**src/rtl/rf_cmd_seq_pkg.sv**
```systemverilog
// Shared opcode encodings and FSM state type for the register-file command sequencer.
package rf_cmd_seq_pkg;

  localparam logic [3:0] OP_NOP = 4'd0;
  localparam logic [3:0] OP_MOV = 4'd1;
  localparam logic [3:0] OP_GET = 4'd2;
  localparam logic [3:0] OP_ACC = 4'd3;

  typedef enum logic [2:0] {
    S_IDLE = 3'd0,
    S_IMM  = 3'd1,
    S_ARG  = 3'd2,
    S_RD_A = 3'd3,
    S_RD_B = 3'd4,
    S_CAP  = 3'd5,
    S_WB   = 3'd6,
    S_RSP  = 3'd7
  } state_e;

endpackage

```
**src/rtl/rf_cmd_seq_alu.sv**
```systemverilog
// DW-bit adder for the ACC command; saturates on carry-out when RF_CMD_SEQ_SAT_EN
// is defined, otherwise wraps modulo 2^DW.
module rf_cmd_seq_alu
  import rf_cmd_seq_pkg::*;
#(
  parameter int DW = 8
) (
  input  logic [DW-1:0] a_i,
  input  logic [DW-1:0] b_i,
  output logic [DW-1:0] sum_o
);

`ifdef RF_CMD_SEQ_SAT_EN
  logic [DW:0] full_s;

  // Widened add, clamp to all-ones when the carry is set.
  always_comb begin
    full_s = {1'b0, a_i} + {1'b0, b_i};
    if (full_s[DW]) begin
      sum_o = {DW{1'b1}};
    end else begin
      sum_o = full_s[DW-1:0];
    end
  end
`else
  // Plain modular add.
  always_comb begin
    sum_o = a_i + b_i;
  end
`endif

endmodule

```
**src/rtl/rf_cmd_seq.sv**
```systemverilog
// Byte-stream command sequencer driving one read and one write port of the register file.
// Build option: RF_CMD_SEQ_SAT_EN selects a saturating ACC result.
module rf_cmd_seq
  import rf_cmd_seq_pkg::*;
#(
  parameter  int NREGS = 16,
  parameter  int DW    = 8,
  localparam int AW    = $clog2(NREGS)
) (
  input  logic          clk,
  input  logic          rst_n,
  input  logic          cmd_valid,
  output logic          cmd_ready,
  input  logic [DW-1:0] cmd_data,
  output logic          rsp_valid,
  input  logic          rsp_ready,
  output logic [DW-1:0] rsp_data,
  output logic          rf_re,
  output logic [AW-1:0] rf_raddr,
  input  logic [DW-1:0] rf_rdata,
  output logic          rf_we,
  output logic [AW-1:0] rf_waddr,
  output logic [DW-1:0] rf_wdata,
  output logic          busy,
  output logic          err
);

  state_e        state_q, state_d;
  logic [AW-1:0] src_q, src_d;
  logic [AW-1:0] dst_q, dst_d;
  logic [DW-1:0] a_q, a_d;
  logic          acc_q, acc_d;
  logic          err_q, err_d;
  logic          cmd_ready_q, cmd_ready_d;
  logic          busy_q, busy_d;
  logic          rf_re_q, rf_re_d;
  logic [AW-1:0] rf_raddr_q, rf_raddr_d;
  logic          rf_we_q, rf_we_d;
  logic [AW-1:0] rf_waddr_q, rf_waddr_d;
  logic [DW-1:0] rf_wdata_q, rf_wdata_d;
  logic          rsp_valid_q, rsp_valid_d;
  logic [DW-1:0] rsp_data_q, rsp_data_d;
  logic          cmd_fire_s;
  logic [DW-1:0] sum_s;

  assign cmd_fire_s = cmd_valid && cmd_ready_q;

  rf_cmd_seq_alu #(.DW(DW)) u_alu (
    .a_i   (a_q),
    .b_i   (rf_rdata),
    .sum_o (sum_s)
  );

  // Next-state and next-output decode; strobes are computed from the state being
  // entered so that the registered pulse lines up with that state.
  always_comb begin
    state_d     = state_q;
    src_d       = src_q;
    dst_d       = dst_q;
    a_d         = a_q;
    acc_d       = acc_q;
    err_d       = err_q;
    rf_re_d     = 1'b0;
    rf_raddr_d  = rf_raddr_q;
    rf_we_d     = 1'b0;
    rf_waddr_d  = rf_waddr_q;
    rf_wdata_d  = rf_wdata_q;
    rsp_valid_d = 1'b0;
    rsp_data_d  = rsp_data_q;
    case (state_q)
      S_IDLE: begin
        if (cmd_fire_s) begin
          src_d = cmd_data[4 +: AW];
          case (cmd_data[3:0])
            OP_NOP: state_d = S_IDLE;
            OP_MOV: state_d = S_IMM;
            OP_GET: begin
              acc_d      = 1'b0;
              rf_re_d    = 1'b1;
              rf_raddr_d = cmd_data[4 +: AW];
              state_d    = S_RD_A;
            end
            OP_ACC: begin
              acc_d   = 1'b1;
              state_d = S_ARG;
            end
            default: err_d = 1'b1;
          endcase
        end else begin
          state_d = S_IDLE;
        end
      end
      S_IMM: begin
        if (cmd_fire_s) begin
          rf_we_d    = 1'b1;
          rf_waddr_d = src_q;
          rf_wdata_d = cmd_data;
          state_d    = S_WB;
        end else begin
          state_d = S_IMM;
        end
      end
      S_ARG: begin
        if (cmd_fire_s) begin
          dst_d      = cmd_data[AW-1:0];
          rf_re_d    = 1'b1;
          rf_raddr_d = src_q;
          state_d    = S_RD_A;
        end else begin
          state_d = S_ARG;
        end
      end
      S_RD_A: begin
        if (acc_q) begin
          rf_re_d    = 1'b1;
          rf_raddr_d = dst_q;
          state_d    = S_RD_B;
        end else begin
          state_d = S_CAP;
        end
      end
      S_RD_B: begin
        a_d     = rf_rdata;
        state_d = S_CAP;
      end
      S_CAP: begin
        if (acc_q) begin
          rf_we_d    = 1'b1;
          rf_waddr_d = dst_q;
          rf_wdata_d = sum_s;
          state_d    = S_WB;
        end else begin
          rsp_valid_d = 1'b1;
          rsp_data_d  = rf_rdata;
          state_d     = S_RSP;
        end
      end
      S_WB: state_d = S_IDLE;
      S_RSP: begin
        if (rsp_ready) begin
          state_d = S_IDLE;
        end else begin
          rsp_valid_d = 1'b1;
        end
      end
      default: state_d = S_IDLE;
    endcase
    cmd_ready_d = (state_d == S_IDLE) || (state_d == S_IMM) || (state_d == S_ARG);
    busy_d      = (state_d != S_IDLE);
  end

  // State, operand and output registers.
  always_ff @(posedge clk or negedge rst_n) begin
    if (!rst_n) begin
      state_q     <= S_IDLE;
      src_q       <= {AW{1'b0}};
      dst_q       <= {AW{1'b0}};
      a_q         <= {DW{1'b0}};
      acc_q       <= 1'b0;
      err_q       <= 1'b0;
      cmd_ready_q <= 1'b0;
      busy_q      <= 1'b0;
      rf_re_q     <= 1'b0;
      rf_raddr_q  <= {AW{1'b0}};
      rf_we_q     <= 1'b0;
      rf_waddr_q  <= {AW{1'b0}};
      rf_wdata_q  <= {DW{1'b0}};
      rsp_valid_q <= 1'b0;
      rsp_data_q  <= {DW{1'b0}};
    end else begin
      state_q     <= state_d;
      src_q       <= src_d;
      dst_q       <= dst_d;
      a_q         <= a_d;
      acc_q       <= acc_d;
      err_q       <= err_d;
      cmd_ready_q <= cmd_ready_d;
      busy_q      <= busy_d;
      rf_re_q     <= rf_re_d;
      rf_raddr_q  <= rf_raddr_d;
      rf_we_q     <= rf_we_d;
      rf_waddr_q  <= rf_waddr_d;
      rf_wdata_q  <= rf_wdata_d;
      rsp_valid_q <= rsp_valid_d;
      rsp_data_q  <= rsp_data_d;
    end
  end

  assign cmd_ready = cmd_ready_q;
  assign busy      = busy_q;
  assign err       = err_q;
  assign rf_re     = rf_re_q;
  assign rf_raddr  = rf_raddr_q;
  assign rf_we     = rf_we_q;
  assign rf_waddr  = rf_waddr_q;
  assign rf_wdata  = rf_wdata_q;
  assign rsp_valid = rsp_valid_q;
  assign rsp_data  = rsp_data_q;

endmodule

```
**config.mk**
```make
export PLATFORM = sky130hd
export DESIGN_NAME = rf_cmd_seq
export DESIGN_NICKNAME = d
export VERILOG_FILES = /design/src/rtl/rf_cmd_seq_pkg.sv /design/src/rtl/rf_cmd_seq_alu.sv /design/src/rtl/rf_cmd_seq.sv
export SDC_FILE = /design/constraint.sdc
export NUM_CORES = 1
export LEC_CHECK = 0
export BUFFER_PORTS_ARGS = -buffer_cell sky130_fd_sc_hd__buf_2
export CORE_ASPECT_RATIO = 0.6
export CORE_UTILIZATION = 38
export DETAILED_ROUTE_END_ITERATION = 6
export PLACE_DENSITY = 0.56
export SETUP_SLACK_MARGIN = 0.05
export SYNTH_ARGS = -nofsm -noshare
export SYNTH_HDL_FRONTEND = slang
export SYNTH_HIERARCHICAL = 1
export SYNTH_SLANG_ARGS = --single-unit
```
**constraint.sdc**
```tcl
create_clock -name clk -period 1.9 [get_ports clk]
set_input_delay 0.475 -clock clk [delete_from_list [all_inputs] [get_ports clk]]
set_output_delay 0.475 -clock clk [all_outputs]
set_load 0.02 [all_outputs]
```
==> impl_metrics.prom <==
# TYPE chip_impl_metric gauge
chip_impl_info{name="outcome",value="complete, no violations"} 1
chip_impl_metric{name="die-area",unit="µm²"} 7036
chip_impl_metric{name="drt_pre_antenna_iters",unit=""} 4
chip_impl_metric{name="power_switching",unit="mW"} 2.230
chip_impl_metric{name="wire_per_inst",unit="µm"} 15.25
chip_impl_metric{name="post-layout-total-power",unit="mW"} 5.370
chip_impl_metric{name="number_of_cells_after_detailed_placement",unit=""} 357
chip_impl_metric{name="wl",unit="µm"} 5566
chip_impl_metric{name="synth_enable_flop_cells",unit=""} 0
chip_impl_metric{name="maximum_number_of_pins_on_one_net_before_global_route_repair",unit=""} 51
chip_impl_metric{name="dr_wl_met3",unit="µm"} 279
chip_impl_metric{name="internal",unit="mW"} 3.139
chip_impl_metric{name="final_cell_count_no_fill",unit=""} 365
chip_impl_metric{name="groute.usage.overall",unit=""} 0.1775
chip_impl_info{name="ys_top_cells_by_count",value="dfrtp_1, a21oi_1, mux2i_1, nor2_1, mux2_2"} 1
chip_impl_metric{name="critical_path_required",unit="ps"} 2140
chip_impl_metric{name="ff_latch_area",unit="µm²"} 1251
chip_impl_metric{name="fmaxAchievable",unit="GHz"} 0.5770
chip_impl_metric{name="power.ir.vdd_worst",unit="V"} 0.0007182
chip_impl_metric{name="netlist.area_leader.share",unit=""} 0.4919
chip_impl_metric{name="slew_violations",unit=""} 0
chip_impl_metric{name="grt_pass1_vias",unit=""} 1899
chip_impl_metric{name="areaGrowthSynthToFinish",unit="%"} 21.05
chip_impl_metric{name="number_of_inserted_diodes",unit=""} 0
chip_impl_metric{name="fin_worst_hold_slack",unit="ps"} 144.5
chip_impl_metric{name="width_of_the_die",unit="µm"} 107.6
chip_impl_info{name="yosysMostFrequentCell",value="dfrtp_1"} 1
chip_impl_metric{name="netlist_area",unit="µm²"} 2544
chip_impl_info{name="route.top_layer_used",value="met4"} 1
chip_impl_metric{name="route.detailed.drc",unit=""} 0
chip_impl_metric{name="cts_setup_buffers",unit=""} 0
chip_impl_metric{name="finalHoldViolations",unit=""} 0
chip_impl_metric{name="postSynthCellCount",unit=""} 222
chip_impl_info{name="worstReg2RegStart",value="a_q[0]$_DFFE_PN0P_"} 1
chip_impl_info{name="critPathKind",value="reg -> reg"} 1
chip_impl_metric{name="timing.reg2reg.setup_slack",unit="ps"} 170
chip_impl_info{name="synth_largest_area_cell",value="dfrtp_1"} 1
chip_impl_metric{name="power_density_over_the_cells",unit="nW/µm²"} 1744
chip_impl_info{name="synth_top_flop_cell",value="dfrtp_1"} 1
chip_impl_metric{name="port_buffers",unit=""} 49
chip_impl_metric{name="fin_tns_setup",unit="ps"} 0
chip_impl_metric{name="async_reset_ff_frac",unit=""} 1.000
chip_impl_info{name="cts_root_buf",value="clkbuf_8"} 1
chip_impl_metric{name="setup-violations-final",unit=""} 0
chip_impl_info{name="r2r_end",value="rf_wdata[6]$_DFFE_PN0P_"} 1
chip_impl_metric{name="htreeDepth",unit=""} 2
chip_impl_info{name="setup_repair_after_global_routing_missed_its_margin",value="false"} 1
chip_impl_metric{name="worstPathArrival",unit="ps"} 1970
chip_impl_metric{name="fraction_of_power_spent_switching_nets",unit=""} 0.4153
chip_impl_metric{name="max_cap_violations",unit=""} 0
chip_impl_metric{name="nFillCells",unit=""} 612
chip_impl_metric{name="globalRouteOverflowTotal",unit=""} 0
chip_impl_metric{name="avgViaCountPerCell",unit=""} 5.162
chip_impl_metric{name="final_period_demand_of_the_worst_path",unit="ps"} 1733
chip_impl_metric{name="insertion_delay",unit="ps"} 300
chip_impl_metric{name="synth.lib_cells_used.distinct",unit=""} 47
chip_impl_metric{name="buffer_depth_of_the_longest_clock_path",unit=""} 2
chip_impl_metric{name="cts_hold_repair.buffers",unit=""} 0
chip_impl_metric{name="clk_transition_reported_paths",unit="ps"} 90
chip_impl_metric{name="yosysWarnings",unit=""} 6
chip_impl_metric{name="drive_gt1_frac",unit=""} 0.3523
chip_impl_metric{name="wl_met2",unit="µm"} 2088
chip_impl_metric{name="std_cell_rows",unit=""} 22
chip_impl_metric{name="dr_total_vias",unit=""} 1884
chip_impl_metric{name="multiInputGateArea",unit="µm²"} 1239
chip_impl_metric{name="core",unit="µm²"} 6276
chip_impl_info{name="tritoncts",value="done"} 1
chip_impl_metric{name="cts_inserted_buffers",unit=""} 5
chip_impl_metric{name="power.clock.fraction",unit=""} 0.122
chip_impl_metric{name="number_of_antenna_violations_at_the_first_check_in_global_routing",unit=""} 0
chip_impl_metric{name="worstMarginPinSlew",unit="ps"} 344.4
chip_impl_metric{name="place_hpwl",unit="µm"} 4110
chip_impl_metric{name="power_frac_seq",unit=""} 0.353
chip_impl_metric{name="final.period_utilization",unit=""} 0.9122
chip_impl_metric{name="gp_congestion",unit=""} 0.8298
chip_impl_metric{name="height_of_the_die",unit="µm"} 65.38
chip_impl_metric{name="comb_power_share",unit=""} 0.525
chip_impl_metric{name="fin_skew",unit="ps"} 5.732
chip_impl_metric{name="initialDrtViolationCount",unit=""} 95
chip_impl_metric{name="cts_resized",unit=""} 0
chip_impl_metric{name="grt_first_pass_wirelength",unit="µm"} 9356
chip_impl_metric{name="ant_nets",unit=""} 0
chip_impl_metric{name="yosysSeqAreaShare",unit=""} 0.4919
chip_impl_info{name="post_synth_main_area_contributors",value="dfrtp_1, mux2i_1, mux2_2"} 1
chip_impl_metric{name="total_leakage_power",unit="nW"} 1.493
chip_impl_info{name="startpoint_types",value="register"} 1
chip_impl_metric{name="routedLengthMet1",unit="µm"} 3143
chip_impl_info{name="min_path_type",value="in -> async"} 1
chip_impl_info{name="setup.worst_path.end_class",value="register"} 1
chip_impl_metric{name="clock_sink_count",unit=""} 50
chip_impl_metric{name="maxSlewHeadroom",unit=""} 0.7704
chip_impl_metric{name="syn_nets",unit=""} 250
chip_impl_metric{name="ys_seq_elements",unit=""} 50
chip_impl_metric{name="initial_util",unit=""} 0.4053
chip_impl_metric{name="reg2regPathDepth",unit=""} 8
chip_impl_metric{name="post_synth.cell_area_avg",unit="µm²"} 11.46
chip_impl_metric{name="top_level_pins",unit=""} 50
chip_impl_metric{name="critical_path_peak_fanout",unit=""} 3
chip_impl_metric{name="design.final.nets",unit=""} 308
==> registers in the layout (all words and copies together), names as in the netlist <==
signal / count
a_q: 8
acc_q: 1
busy: 1
cmd_ready: 1
dst_q: 4
err: 1
rf_raddr: 4
rf_re: 1
rf_waddr: 4
rf_wdata: 8
rf_we: 1
rsp_data: 8
rsp_valid: 1
src_q: 4
state_q: 3
==> metrics by stage <==
step / utilization / cell area (µm²) / worst slack (ps)
after floorplan: - / 2544 / 101.1
after global placement: 0.4689 / 2943 / -91.33
after detailed placement: 0.4689 / 2943 / -121.7
after CTS: 0.4835 / 3034 / 85.26
after global routing: 0.4906 / 3079 / 60.01
final: 0.4906 / 3079 / 166.9
==> cells in the final DEF, fill, tap and decap left out, types with 3 or more instances in the layout <==
cell      count
dfrtp_1      50
buf_2        49
mux2i_1      22
a21oi_1      21
nor2_1       18
mux2_2       16
buf_4        11
inv_1        10
mux2_1        9
nand2_1       7
clkbuf_8      6
ha_1          6
o211ai_1      4
nand2b_1      3
o21a_1        3
nand3_1       3
xor2_1        3
==> how the worst max path moves through the flow <==
| stage | from | to | slack [ps] |
|---|---|---|---|
| after floorplan | rf_rdata[0] | rf_wdata[6]$_DFFE_PN0P_ | 100 |
| after global placement | rf_rdata[0] | rf_wdata[6]$_DFFE_PN0P_ | -90 |
| after global routing | a_q[0]$_DFFE_PN0P_ | rf_wdata[6]$_DFFE_PN0P_ | 60 |
| after CTS | a_q[1]$_DFFE_PN0P_ | rf_wdata[5]$_DFFE_PN0P_ | 90 |
| final | a_q[0]$_DFFE_PN0P_ | rf_wdata[6]$_DFFE_PN0P_ | 170 |
| after detailed placement | rf_rdata[0] | rf_wdata[6]$_DFFE_PN0P_ | -120 |
==> power groups by stage <==
stage	combinational, mW	clock (mW)	sequential [mW]
2_1_floorplan	1.63	0	2.20
3_3_place_gp	2.71	0	1.90
3_5_place_dp	2.74	0	1.91
4_1_cts	2.75	0.685	1.89
5_1_grt	3.11	0.734	1.96
6_report	2.82	0.655	1.90
==> metal layers <==
metal / up-vias / global-route usage
li1: 904 / -
met2: 49 / 0.2468
met5: - / 0
met4: 0 / 0.05651
met1: 927 / 0.2657
met3: 4 / 0.04464
==> cells by family after synthesis <==
group / after synthesis / synth area share
AOI/OAI and AO/OA: 44 / 0.1082
xor gates and xnor gates: 5 / 0.01722
adders and majority gates: 8 / 0.04230
buffers and inverters: 22 / 0.04033
DFF: 50 / 0.4919
muxes: 47 / 0.1972
and+or+nand+nor: 46 / 0.1028
==> critical path: stages, from the launching register on <==
cell	delay [ps]
dfrtp_1	410
ha_4	180
inv_2	50
fa_2	220
nor2b_4	60
o31a_1	300
o311ai_2	230
mux2i_1	100
a21oi_1	120
==> cell type report <==
cell class | instances | area share
Sequential cell | 50 | 0.4063
Multi-Input combinational cell | 150 | 0.4023
Timing Repair Buffer | 61 | 0.1130
Tap cell | 84 | 0.03413
Clock buffer | 7 | 0.02804
Inverter | 12 | 0.01463
Clock inverter | 1 | 0.001625
No activity file was read; power rests on OpenSTA's default activity.
